`src/rtl/ahb_arb_pkg.sv`:
```
// Shared types and helpers for the AHB bus arbiter.
package ahb_arb_pkg;

  localparam int unsigned MAX_MASTERS = 8;

  typedef enum logic [1:0] {
    PARK    = 2'd0,
    OWNED   = 2'd1,
    HANDOFF = 2'd2
  } arb_state_t;

  // Next index modulo n, without a divider.
  function automatic int unsigned wrap_inc(input int unsigned idx, input int unsigned n);
    return (idx + 1 >= n) ? 0 : idx + 1;
  endfunction

endpackage

```
`src/rtl/ahb_arb_pick.sv`:
```
// Combinational winner picker: highest eligible index, or first eligible from start (round-robin).
module ahb_arb_pick #(
  parameter int unsigned N           = 2,
  parameter int unsigned MW          = 1,
  parameter bit          ROUND_ROBIN = 1'b0
) (
  input  logic [N-1:0]  req,
  input  logic [N-1:0]  mask,
  input  logic [MW-1:0] start,
  output logic          valid,
  output logic [MW-1:0] index
);

  logic [N-1:0] elig;
  logic [N-1:0] rot;
  logic         found;

  assign elig  = req & ~mask;
  assign valid = |elig;

  always_comb begin
    index = '0;
    found = 1'b0;
    // Rotate so bit 0 of rot is the master at the start pointer.
    rot   = N'({elig, elig} >> start);
    if (ROUND_ROBIN) begin
      for (int unsigned k = 0; k < N; k++) begin
        if (!found && rot[k]) begin
          found = 1'b1;
          index = MW'((32'(start) + k) % N);
        end
      end
    end else begin
      for (int unsigned k = 0; k < N; k++) begin
        if (elig[k]) index = MW'(k);
      end
    end
  end

endmodule

```
`src/rtl/ahb_bus_arbiter.sv`:
```
// AHB bus arbiter: one-hot grant, address/data-phase owner indices, parking and tenure limit.
// Define ARB_ROUND_ROBIN_EN to replace fixed highest-index priority with round-robin.
module ahb_bus_arbiter #(
  parameter int unsigned NUM_MASTERS    = 2,
  parameter int unsigned DEFAULT_MASTER = 0,
  parameter int unsigned MAX_TENURE     = 16,
  parameter int unsigned MW             = (NUM_MASTERS > 1) ? $clog2(NUM_MASTERS) : 1
) (
  input  logic                   clk,
  input  logic                   rst,
  input  logic [NUM_MASTERS-1:0] bus_req,
  input  logic [NUM_MASTERS-1:0] hold_req,
  input  logic                   hready,
  output logic [NUM_MASTERS-1:0] bus_grant,
  output logic [MW-1:0]          hmaster,
  output logic [MW-1:0]          hmaster_data,
  output logic                   parked
);

  import ahb_arb_pkg::*;

  localparam int unsigned     TW       = (MAX_TENURE > 1) ? $clog2(MAX_TENURE) : 1;
  localparam logic [TW-1:0]   TEN_LAST = TW'((MAX_TENURE > 0) ? MAX_TENURE - 1 : 0);
  localparam logic [MW-1:0]   DEF_IDX  = MW'(DEFAULT_MASTER);
`ifdef ARB_ROUND_ROBIN_EN
  localparam bit RR_EN = 1'b1;
`else
  localparam bit RR_EN = 1'b0;
`endif

  arb_state_t             state, state_nxt;
  logic [MW-1:0]          owner_nxt;
  logic [TW-1:0]          tenure, tenure_nxt;
  logic [MW-1:0]          rr_ptr;
  logic [NUM_MASTERS-1:0] own_oh, prev_oh, pick_mask;
  logic                   own_req, own_hold;
  logic                   pick_valid;
  logic [MW-1:0]          pick_idx;

  assign own_oh   = NUM_MASTERS'(1) << hmaster;
  assign prev_oh  = NUM_MASTERS'(1) << hmaster_data;
  assign own_req  = |(bus_req & own_oh);
  assign own_hold = |(hold_req & own_oh);

  // The owner is never its own successor; in HANDOFF hmaster_data still names the previous owner.
  always_comb begin
    pick_mask = '0;
    if (state != PARK) begin
      pick_mask = own_oh;
      if (state == HANDOFF && own_req) pick_mask = own_oh | prev_oh;
    end
  end

  ahb_arb_pick #(
    .N           (NUM_MASTERS),
    .MW          (MW),
    .ROUND_ROBIN (RR_EN)
  ) u_pick (
    .req   (bus_req),
    .mask  (pick_mask),
    .start (rr_ptr),
    .valid (pick_valid),
    .index (pick_idx)
  );

  // Next-state and next-owner decision, committed only on hready edges.
  always_comb begin
    state_nxt  = state;
    owner_nxt  = hmaster;
    tenure_nxt = (tenure == TEN_LAST) ? tenure : tenure + 1'b1;
    case (state)
      PARK: begin
        owner_nxt = DEF_IDX;
        if (pick_valid) begin
          state_nxt  = OWNED;
          owner_nxt  = pick_idx;
          tenure_nxt = '0;
        end
      end
      OWNED, HANDOFF: begin
        state_nxt = OWNED;
        if (own_hold) begin
          state_nxt = OWNED;
        end else if (!own_req) begin
          tenure_nxt = '0;
          if (pick_valid) begin
            owner_nxt = pick_idx;
          end else begin
            state_nxt = PARK;
            owner_nxt = DEF_IDX;
          end
        end else if (!RR_EN && pick_valid && (pick_idx > hmaster)) begin
          owner_nxt  = pick_idx;
          tenure_nxt = '0;
        end else if ((MAX_TENURE > 0) && (tenure == TEN_LAST) && pick_valid) begin
          state_nxt  = HANDOFF;
          owner_nxt  = pick_idx;
          tenure_nxt = '0;
        end
      end
      default: begin
        state_nxt  = PARK;
        owner_nxt  = DEF_IDX;
        tenure_nxt = '0;
      end
    endcase
  end

  always_ff @(posedge clk) begin
    if (rst) begin
      state        <= PARK;
      bus_grant    <= NUM_MASTERS'(1) << DEF_IDX;
      hmaster      <= DEF_IDX;
      hmaster_data <= DEF_IDX;
      parked       <= 1'b1;
      tenure       <= '0;
    end else if (hready) begin
      state        <= state_nxt;
      bus_grant    <= NUM_MASTERS'(1) << owner_nxt;
      hmaster      <= owner_nxt;
      hmaster_data <= hmaster;
      parked       <= (state_nxt == PARK);
      tenure       <= tenure_nxt;
    end
  end

`ifdef ARB_ROUND_ROBIN_EN
  // Search starts just after the most recent owner.
  always_ff @(posedge clk) begin
    if (rst) begin
      rr_ptr <= '0;
    end else if (hready && (state_nxt != PARK)) begin
      rr_ptr <= MW'(wrap_inc(32'(owner_nxt), NUM_MASTERS));
    end
  end
`else
  assign rr_ptr = '0;
`endif

endmodule
```
`config.mk`:
```
export PLATFORM = sky130hd
export DESIGN_NAME = ahb_bus_arbiter
export DESIGN_NICKNAME = d
export VERILOG_FILES = /design/src/rtl/ahb_arb_pkg.sv /design/src/rtl/ahb_arb_pick.sv /design/src/rtl/ahb_bus_arbiter.sv
export SDC_FILE = /design/constraint.sdc
export NUM_CORES = 1
export LEC_CHECK = 0
export ABC_AREA = 1
export BUFFER_PORTS_ARGS = -buffer_cell sky130_fd_sc_hd__buf_4
export CAP_MARGIN = 5
export CORE_UTILIZATION = 51
export CTS_BUF_LIST = sky130_fd_sc_hd__clkbuf_8
export DETAILED_ROUTE_END_ITERATION = 10
export GPL_TIMING_DRIVEN = 0
export PLACE_DENSITY = 0.83
export SETUP_SLACK_MARGIN = 0.02
export SLEW_MARGIN = 15
export SYNTH_ARGS = -nofsm -noshare
export SYNTH_HDL_FRONTEND = slang
export SYNTH_HIERARCHICAL = 1
export SYNTH_SLANG_ARGS = --single-unit
```
`constraint.sdc`:
```
create_clock -name clk -period 2 [get_ports clk]
set_clock_uncertainty 0.15 [all_clocks]
set_input_delay 0.2 -clock clk [delete_from_list [all_inputs] [get_ports clk]]
set_output_delay 0.2 -clock clk [all_outputs]
set_load 0.05 [all_outputs]
```
### Yosys cells after proc, flatten, opt, wreduce, memory -nomap -nowiden

Cells that the tools add are included.

| storage, ports and cells | value |
|---|---|
| flip-flop bits (word level) | 11 |
| word-level logic and storage cells | 52 |

| cells by class | value |
|---|---|
| reductions and logical operators | 10 |
| mux-type cells | 23 |
| bitwise logic cells | 5 |
| order comparisons | 1 |
| equal/unequal tests | 3 |
| shift operators | 3 |
| add/sub/neg operators | 1 |

Operator list:

| cell | count |
|---|---|
| 2-to-1 mux 4 bit | 6 |
| 2-to-1 mux 2 bit | 7 |
| one-hot mux 4 bit (2 select lines) | 1 |
| OR reduction 2 bit | 4 |
| 2-to-1 mux 1 bit | 7 |
| AND 2 bit | 3 |
| << shifter 1 x 1 -> 2 bit (first input constant) | 3 |
| adder 4 x 1 -> 4 bit (second input constant) | 1 |
| == test 4 bit (second input constant) | 1 |
| zero test 2 bit | 2 |
| one-hot mux 2 bit (2 select lines) | 1 |
| logical AND 1 bit | 3 |
| == test 2 x 1 -> 1 bit (second input constant) | 1 |
| == test 2 bit (second input constant) | 1 |
| inverter 2 bit | 1 |
| bitwise OR 2 bit | 1 |
| one-hot mux 1 bit (2 select lines) | 1 |
| nonzero test 2 bit | 1 |
| greater-than comparator 1 bit | 1 |

### Longest topological paths before layout

| logic depth | value |
|---|---|
| depth after elaboration | 16 |
| depth in mapped cells | 19 |

### Hierarchy

Netlist, hierarchy kept.

By module, submodules not included:

| module | times used | seq. area each (sq um) | area each (sq um) | cells an instance |
|---|---|---|---|---|
| ahb_bus_arbiter | 1 | 200.2 | 670.6 | 106 |
| ahb_arb_pick | 1 | 0.0 | 25.0 | 6 |

### Least setup slack after synthesis

OpenSTA, ideal clock, no wires.

| timing | value |
|---|---|
| kind | register -> register |
| from | register bus_grant[1] (netlist name) |
| to | register tenure[0] |
| path slack | -0.358 ns |
| setup time | 0.070 ns |
| stages on the path, launching flop included | 19 |
| arrival time | 2.139 ns |
| path buffers | 0 |
| path through | dfxtp_1 > nand2_1 > nand2_2 > inv_2 > nor2_1 > nand2_1 > a21oi_1 > inv_1 > nand2_2 > nand2_1 > nand2_1 > nand3_1 > nand2_1 > nand2_1 > nand2_1 > nand2_1 > nand2_2 > nand3_1 > a21oi_1 |

RTL lines:

| item | line | text |
|---|---|---|
| end signal: assignment | ahb_bus_arbiter.sv:123 | `tenure <= tenure_nxt;` |
| end: declaration | ahb_bus_arbiter.sv:33 | `logic [TW-1:0] tenure, tenure_nxt;` |

### Worst setup path after layout

| timing | value |
|---|---|
| from | register state[0] |
| to | register tenure[2] |

| on the way | value |
|---|---|
| longest elaborated chain between the ends | 13 |

Ends and longest elaborated chain:

| item | line | text |
|---|---|---|
| start: declaration | ahb_bus_arbiter.sv:31 | `arb_state_t state, state_nxt;` |
| start signal: assignment | ahb_bus_arbiter.sv:118 | `state <= state_nxt;` |
| == test 2 bit | ahb_bus_arbiter.sv:50 | `if (state == HANDOFF && own_req) pick_mask = own_oh \| prev_oh;` |
| logical AND 1 bit | ahb_bus_arbiter.sv:50 |  |
| 2-to-1 mux 2 bit | ahb_bus_arbiter.sv:50 |  |
| 2-to-1 mux 2 bit (*) | ahb_bus_arbiter.sv:48 | `if (state != PARK) begin` |
| net pick_mask[1] | ahb_bus_arbiter.sv:35 | `logic [NUM_MASTERS-1:0] own_oh, prev_oh, pick_mask;` |
| inverter 2 bit (*) | ahb_arb_pick.sv:18 | `assign elig = req & ~mask;` |
| AND 2 bit (*) | ahb_arb_pick.sv:18 |  |
| OR reduction 2 bit (*) | ahb_arb_pick.sv:19 | `assign valid = \|elig;` |
| net pick_valid | ahb_bus_arbiter.sv:37 | `logic pick_valid;` |
| logical AND 1 bit | ahb_bus_arbiter.sv:95 | `end else if ((MAX_TENURE > 0) && (tenure == TEN_LAST) && pick_valid) begin` |
| 2-to-1 mux 4 bit | ahb_bus_arbiter.sv:95 |  |
| 2-to-1 mux 4 bit | ahb_bus_arbiter.sv:92 | `end else if (!RR_EN && pick_valid && (pick_idx > hmaster)) begin` |
| 2-to-1 mux 4 bit | ahb_bus_arbiter.sv:84 | `end else if (!own_req) begin` |
| 2-to-1 mux 4 bit | ahb_bus_arbiter.sv:82 | `if (own_hold) begin` |
| one-hot mux 4 bit (2 select lines) (*) | ahb_bus_arbiter.sv:71 | `case (state)` |

Mark *: on every way through the listed nets, which the timed path passes. The rest lies on a longest branch.
A chain may end at the register's enable or synchronous reset.

==> flow_metrics.env <==
export IMPL_status="finished with violations"
export IMPL_violations="negative setup slack"
export IMPL_gp_congestion=0.7441
export IMPL_cp_end_kind="flip-flop"
export IMPL_drc=0
export IMPL_dr_first_iter_drc_count=33
export IMPL_clock_latency_ns=0.24
export IMPL_area_growth_pct=45.75
export IMPL_final_seq_area_um2=206.4
export IMPL_period_share_pct=103.8
export IMPL_syn_avg_cell_area_um2=6.233
export IMPL_core_area_um2=1186
export IMPL_wl_per_cell_um=13.17
export IMPL_cap_violations=0
export IMPL_antenna_found_initial=0
export IMPL_cts_made_buffers=3
export IMPL_place_inst=136
export IMPL_ys_warn_count=6
export IMPL_drv_slew=0
export IMPL_fin_crit_ns=2.076
export IMPL_arrival_ns=2.10
export IMPL_synth_area_um2=691.9
export IMPL_clock_sinks=10
export IMPL_die_x_um=38.84
export IMPL_hold_class="in -> reg"
export IMPL_drive_above_1_share_pct=42.96
export IMPL_clk_path_buf_depth=2
export IMPL_diodes=0
export IMPL_fmax_mhz=481.6
export IMPL_worst_path_max_fanout=5
export IMPL_drt_pass1_iterations=4
export IMPL_initial_core_util_pct=58.33
export IMPL_rsz0062_at_grt="true"
export IMPL_multi_input_area_um2=498.0
export IMPL_synth_nets=122
export IMPL_num_rows=12
export IMPL_vias=848
export IMPL_power_total_uw=673.5
export IMPL_routed_wl_mm=1.962
export IMPL_holdBufCountCts=0
export IMPL_io_pin_count=12
export IMPL_peakVddDrop_uv=724.2
export IMPL_grt_pass1_wl_mm=2.822
export IMPL_crit_type="reg -> reg"
export IMPL_io_buffers=11
export IMPL_critPathRequiredTime_ns=2.02
export IMPL_die_area_um2=1508
export IMPL_hold_viol_final=0
export IMPL_fin_ws_ns=-0.07648
export IMPL_track_usage_pct=28.40
export IMPL_overflow=0
export IMPL_die_h_um=38.84
export IMPL_tightestPinTransition_ns=0.4520
export IMPL_drtAntennaViolNets=0
export IMPL_cts_tree="built"
export IMPL_setup_viol=5
export IMPL_critPathLaunchType="flip-flop"
export IMPL_vias_per_cell=5.691
export IMPL_htree_levels=1
export IMPL_grt_pass1_vias=690
export IMPL_syn_inst=111
export IMPL_slew_headroom_pct=69.75
export IMPL_fin_cells=149
export IMPL_pwr_density_cell_nw_per_um2=667.9
export IMPL_clk_pin_slew_worst_paths_ns=0.05
export IMPL_clockRootBuffer="clkbuf_8"
export IMPL_final_nets=147
export IMPL_grt_max_degree=9
export IMPL_p_leak_uw=0.0004710
export IMPL_dpl_hpwl_mm=1.082
export IMPL_hold_slack_ns=0.02259
export IMPL_fill_cells=78
[through the flow]
| step | area (um^2) | util (%) | setup WS, ns | setup TNS (ns) |
|---|---|---|---|---|
| global route | 1008 | 85.02 | -0.2292 | -1.240 |
| global placement | 798.3 | 67.30 | -0.07925 | -0.3408 |
| detailed placement | 798.3 | 67.30 | -0.1217 | -0.6093 |
| CTS | 948.4 | 79.96 | -0.001382 | -0.001382 |
| floorplan | 698.2 | - | 0.03821 | 0 |
| finish | 1008 | 85.02 | -0.07648 | -0.3339 |
[area by class of cell]
class                      count  share of cell area (%)
tap                           14                   1.737
inverter                      19                   7.320
multi-input combinational     81                   49.38
clock buffer                   4                   5.459
timing repair buffer          20                   14.89
buffer                         1                  0.7444
sequential                    10                   20.47
[per-layer routing]
metal | track usage (%) | routed length (um) | vias to the layer above
met4 | 18.10 | 102 | 0
met3 | 4.046 | 187 | 19
met1 | 32.98 | 788 | 368
met5 | 0 | 0 | -
met2 | 47.92 | 884 | 61
li1 | - | - | 400
[cells in the final DEF (no fill, tap or decap)]
| cell | n |
|---|---|
| a21oi_1 | 8 |
| a21oi_2 | 6 |
| buf_4 | 21 |
| clkbuf_8 | 4 |
| dfxtp_1 | 7 |
| dfxtp_2 | 2 |
| dfxtp_4 | 1 |
| ha_1 | 3 |
| ha_4 | 1 |
| inv_1 | 15 |
| inv_2 | 3 |
| inv_4 | 1 |
| nand2_1 | 24 |
| nand2_2 | 10 |
| nand2_4 | 2 |
| nand3_1 | 5 |
| nand3_2 | 4 |
| nor2_1 | 4 |
| nor2_2 | 1 |
| nor2_4 | 1 |
| nor3_1 | 1 |
| o21ai_0 | 6 |
| o21ai_1 | 2 |
| o21ai_2 | 1 |
| o21bai_1 | 1 |
| xnor2_1 | 1 |
[worst paths after layout]
kind                             endpoint  startpoint  slack, ns  cells past startpoint
worst max-delay path            tenure[2]    state[0]      -0.08                     18
worst min-delay path            tenure[3]         rst       0.02                      2
worst max register to register  tenure[2]    state[0]      -0.08                     18
worst min register to register     parked      parked       0.33                      2
[power by group]
group | switching [uW] | internal, uW
sequential | 11.4 | 212
clock | 76.5 | 173
combinational | 125 | 75.9
[worst max-delay path: stages, from the launching register on]
cell and delay (ns):
dfxtp_2 0.33, inv_2 0.07, ha_4 0.11, inv_1 0.04
nor2_2 0.11, nand2_1 0.07, a21oi_2 0.13, inv_1 0.07
nand2_2 0.10, nand2_4 0.09, nand2_4 0.07, nand3_2 0.06
nand2_2 0.07, nand2_1 0.05, nand2_1 0.06, nand2_1 0.07
nand2_2 0.12, nand3_2 0.08, a21oi_1 0.15
[sequential cells by signal, summed over array words and instances, names as in the netlist]
register	flops
tenure	4
hmaster_data	1
bus_grant	2
parked	1
state	2
[repair_timing]
item	CTS	global route
pin swaps	10	15
resized for setup	14	15
buffers inserted	7	2
setup endpoints to repair	8	9
Power figures use the tool's default switching activity.
